==> src/rtl/instr_fetch_decode.sv <==
// Fetch/decode stage: reads 16-bit words from program memory, splits them into
// opcode / register select / sign-magnitude immediate and hands them to execute.
module instr_fetch_decode #(
    parameter int unsigned ADDR_W  = 10,
    parameter logic [5:0]  HALT_OP = 6'b111111
) (
    input  logic              clk,
    input  logic              rst_n,
    input  logic              start,
    output logic              mem_rd,
    output logic [ADDR_W-1:0] mem_addr,
    input  logic [15:0]       mem_data,
    input  logic              mem_ready,
    output logic [5:0]        opcode,
    output logic              reg_sel,
    output logic [8:0]        nr,
    output logic              seu_en,
    output logic              instr_valid,
    input  logic              exec_done,
    output logic [ADDR_W-1:0] pc,
    output logic              busy,
    output logic              halted
);

    typedef enum logic [2:0] {
        StIdle,
        StFetch,
        StDecode,
        StSeu,
        StIssue,
        StWaitExec
    } state_t;

    localparam logic [ADDR_W-1:0] PcOne = {{(ADDR_W-1){1'b0}}, 1'b1};

    state_t      state;
    logic [15:0] ir;

    // Strobes are set on the transition into their state so they align with it exactly.
    always_ff @(posedge clk or negedge rst_n) begin
        if (!rst_n) begin
            state       <= StIdle;
            pc          <= '0;
            ir          <= '0;
            opcode      <= '0;
            reg_sel     <= 1'b0;
            nr          <= '0;
            mem_rd      <= 1'b0;
            seu_en      <= 1'b0;
            instr_valid <= 1'b0;
            halted      <= 1'b0;
        end else begin
            seu_en      <= 1'b0;
            instr_valid <= 1'b0;
            unique case (state)
                StIdle: begin
                    if (start) begin
                        state  <= StFetch;
                        mem_rd <= 1'b1;
                        halted <= 1'b0;
                    end
                end
                StFetch: begin
                    if (mem_ready) begin
                        ir     <= mem_data;
                        pc     <= pc + PcOne;
                        mem_rd <= 1'b0;
                        state  <= StDecode;
                    end
                end
                StDecode: begin
                    opcode  <= ir[15:10];
                    reg_sel <= ir[9];
                    nr      <= ir[8:0];
                    if (ir[15:10] == HALT_OP) begin
                        halted <= 1'b1;
                        state  <= StIdle;
                    end else if (ir[15]) begin
                        seu_en <= 1'b1;
                        state  <= StSeu;
                    end else begin
                        instr_valid <= 1'b1;
                        state       <= StIssue;
                    end
                end
                StSeu: begin
                    instr_valid <= 1'b1;
                    state       <= StIssue;
                end
                StIssue: begin
                    state <= StWaitExec;
                end
                StWaitExec: begin
                    if (exec_done) begin
                        mem_rd <= 1'b1;
                        state  <= StFetch;
                    end
                end
                default: begin
                    mem_rd <= 1'b0;
                    state  <= StIdle;
                end
            endcase
        end
    end

    assign mem_addr = pc;
    assign busy     = (state != StIdle);

endmodule

==> config.mk <==
export PLATFORM = sky130hd
export DESIGN_NAME = instr_fetch_decode
export DESIGN_NICKNAME = d
export VERILOG_FILES = /design/src/rtl/instr_fetch_decode.sv
export SDC_FILE = /design/constraint.sdc
export NUM_CORES = 1
export LEC_CHECK = 0
export ABC_AREA = 1
export CAP_MARGIN = 20
export CORE_AREA = 8 8 85 87
export DETAILED_ROUTE_END_ITERATION = 8
export DIE_AREA = 0 0 93 95
export DONT_BUFFER_PORTS = 1
export SLEW_MARGIN = 10
export SYNTH_ARGS = -nofsm -noshare
export SYNTH_HDL_FRONTEND = slang
export SYNTH_SLANG_ARGS = --single-unit
==> constraint.sdc <==
create_clock -name clk -period 1.55 [get_ports clk]
set_input_delay 0.3875 -clock clk [delete_from_list [all_inputs] [get_ports clk]]
set_output_delay 0.3875 -clock clk [all_outputs]
set_load 0.02 [all_outputs]
==> impl_metrics.tcl <==
set metrics [dict create \
    status "finished clean" \
    die_w_um 93 \
    vias 1561 \
    worstPathCellList "nor2_2, nand2_2" \
    ys_ff_latch 49 \
    min_period_over_period_pct 95.6 \
    cts_made_buffers 5 \
    powerDensity_nw_per_um2 1930 \
    hp-class "in -> reg" \
    yosys.area.top_type "dfrtp_1" \
    r2r-start "state[2]$_DFFE_PN0P_" \
    drv_cap 0 \
    grt_max_degree 50 \
    cp_data_arrival_time_ns 1.09 \
    max_stage_delay_ns 0.47 \
    reg2reg_depth 6 \
    setup_viol 0 \
    area_growth_syn_to_layout_pct 10.7 \
    hold_path_depth 2 \
    clkTransAtPathRegs_ns 0.09 \
    drt_first_iter_violations 61 \
    ys_top_cells_by_area "dfrtp_1 54%, nand2_1 12%, inv_1 5.1%" \
    vdd_ir_drop_max_mv 0.754 \
    start_util_pct 39.1 \
    syn-cell-area_um2 2270 \
    netlist.area_leader.share_pct 53.9 \
    coreArea_um2 5820 \
    io_buffers 0 \
    clock_latency_ns 0.30 \
    grt_pass1_vias 1549 \
    drc 0 \
    detail-route-antenna-nets 0 \
    dp.cells 331 \
    cp.required_ns 1.16 \
    gp_congestion 0.830 \
    synth_fp_nets 278 \
    ios 62 \
    drive_above_1_share_pct 18.5 \
    rsz0062_at_grt "no" \
    dp_hpwl_um 3430 \
    cts.path.max_buffers 2 \
    firstDrtPassIters 4 \
    diodes 0 \
    syn-instance-count 256 \
    cts_tree "built" \
    finalHoldViolCount 0 \
    h-tree-depth 2 \
    viasPerCell 4.59 \
    yosysWarningCount 0 \
    wirelength_um 4650 \
    cts_setup_buffers 0 \
    worstMarginPinSlew_ns 0.431 \
    ys_types 28 \
    overflow 0 \
    hold_start "mem_data[1]" \
    grt_first_pass_wirelength_um 7740 \
    die_y_um 95 \
    holdWs_ns 0.192 \
    tns_ns 0 \
    fmax_mhz 675 \
    drv_slew 0 \
    reg2reg_slack_ns 0.16 \
    r2r-end "ir[8]$_DFFE_PN0P_" \
    end_kind "output port" \
    power.leakage_nw 1.26 \
    critPathLaunchType "register" \
    slowest_stage "dfrtp_2" \
    clock-sinks 49 \
    crit_family "flip-flops" \
    routedWlPerCell_um 13.7 \
    clockRootBuffer "clkbuf_8" \
    finClkSkew_ns 0.00958 \
    synth-seq-area-share_pct 53.9 \
    relSlewSlack_pct 71.3 \
    crit_buf_inv 0 \
    crit_type "reg -> out" \
    die_area_um2 8840 \
    path_max_fanout 5 \
    final.fill_count 605 \
    final_cells 340 \
    hold_path_end "ir[1]$_DFFE_PN0P_" \
    track_usage_pct 11.1 \
    synth_area_per_cell_um2 8.89 \
    antenna_found_initial 0 \
    nets 287 \
    rows 28 \
    layout_min_cycle_time_ns 1.48 \
]
placed cells by master, fill, tap and decap left out, types with 2 or more instances in the layout:
cell type	synthesis	layout
a21oi_1	2	2
buf_12	0	2
buf_4	10	15
clkbuf_8	0	5
dfrtp_1	49	48
inv_1	31	31
inv_2	2	2
nand2_1	74	73
nand2_2	3	4
nand3_1	7	7
nand3_4	2	2
nand3b_1	3	3
nand4_1	5	5
nor2_1	13	12
nor2_2	3	4
nor2_4	2	2
o21ai_0	23	23
o21ai_1	5	5
o21ai_2	7	7
xnor2_1	2	2
xor2_1	2	2
Yosys cell counts:
| master | n |
|---|---|
| nand2_2 | 3 |
| nand2_1 | 74 |
| o21ai_0 | 23 |
| xnor2_1 | 2 |
| inv_1 | 31 |
| a21o_1 | 1 |
| buf_8 | 1 |
| inv_2 | 2 |
| nor2_1 | 13 |
| ha_1 | 1 |
| nor2_2 | 3 |
| xor2_1 | 2 |
| buf_6 | 2 |
| nand3b_1 | 3 |
| nor2_4 | 2 |
| nand3_4 | 2 |
| clkbuf_1 | 1 |
| o21ai_2 | 7 |
| dfrtp_1 | 49 |
| nand3_2 | 1 |
| clkbuf_2 | 1 |
| buf_4 | 10 |
| nand3_1 | 7 |
| nand4_1 | 5 |
| a21oi_1 | 2 |
| buf_2 | 2 |
| o21ai_1 | 5 |
| inv_4 | 1 |
cells by family (layout without fill, tap and decap cells):
group / after synthesis / after routing / synth area share [%]
adders and majority gates: 1 / 1 / 0.550
DFF: 49 / 49 / 53.9
xor gates and xnor gates: 4 / 4 / 1.54
buffers and inverters: 51 / 60 / 11.5
and+or+nand+nor: 113 / 113 / 22.9
AOI/OAI and AO/OA: 38 / 38 / 9.63
area by class of cell:
type                       instances  area [µm²]  area share (%)
sequential                        49        1230            48.7
multi-input combinational        156         792            31.4
timing repair buffer              19         190            7.55
inverter                          34         130            5.17
tap                               75        93.8            3.73
clock buffer                       5        68.8            2.73
clock inverter                     2        16.3           0.646
per-layer routing:
layer	track usage, %	routed length (µm)	share of wire, %
met1	12.9	2040	44
met2	17.8	2140	46
met3	4.76	387	8.3
met4	4.56	76	1.6
met5	0	0	0
metrics by stage:
| stage | utilization [%] | cell area, µm² | worst slack (ns) | power [mW] |
|---|---|---|---|---|
| 2_1_floorplan | - | 2270 | 0.282 | 3.73 |
| 3_3_place_gp | 41.1 | 2390 | 0.197 | 4.10 |
| 3_5_place_dp | 41.1 | 2390 | 0.151 | 4.14 |
| 4_1_cts | 42.6 | 2480 | 0.0271 | 4.92 |
| 5_1_grt | 43.3 | 2520 | 0.0114 | 5.28 |
| 6_report | 43.3 | 2520 | 0.0684 | 4.86 |
state kept, by name (all words and copies together) (netlist names):
signal and cells:
state 3, reg_sel 1, halted 1, mem_addr 10
opcode 6, mem_rd 1, nr 9, ir 16
instr_valid 1, seu_en 1
report_power, final:
group          internal (mW)  switching, mW
Combinational          0.654           1.09
Sequential              1.78          0.601
Clock                  0.312          0.423
Total                   2.75           2.11
how the worst max path moves through the flow:
stage / startpoint / end / slack [ns] / depth (start not counted)
after detailed placement: state[1]$_DFFE_PN0P_ / ir[5]$_DFFE_PN0P_ / 0.15 / 5
final: state[1]$_DFFE_PN0P_ / busy / 0.07 / 2
after floorplan: mem_addr[0]$_DFFE_PN0P_ / mem_addr[8]$_DFFE_PN0P_ / 0.28 / 8
after CTS: state[1]$_DFFE_PN0P_ / busy / 0.03 / 2
after global placement: state[2]$_DFFE_PN0P_ / mem_addr[4]$_DFFE_PN0P_ / 0.20 / 6
after global routing: state[2]$_DFFE_PN0P_ / mem_addr[9]$_DFFE_PN0P_ / 0.01 / 6
repair_timing:
item                       CTS  global route
resized for setup            2             1
setup endpoints to repair    1             1
hold endpoints to repair    49            49
(Power assumes the default switching activity.)
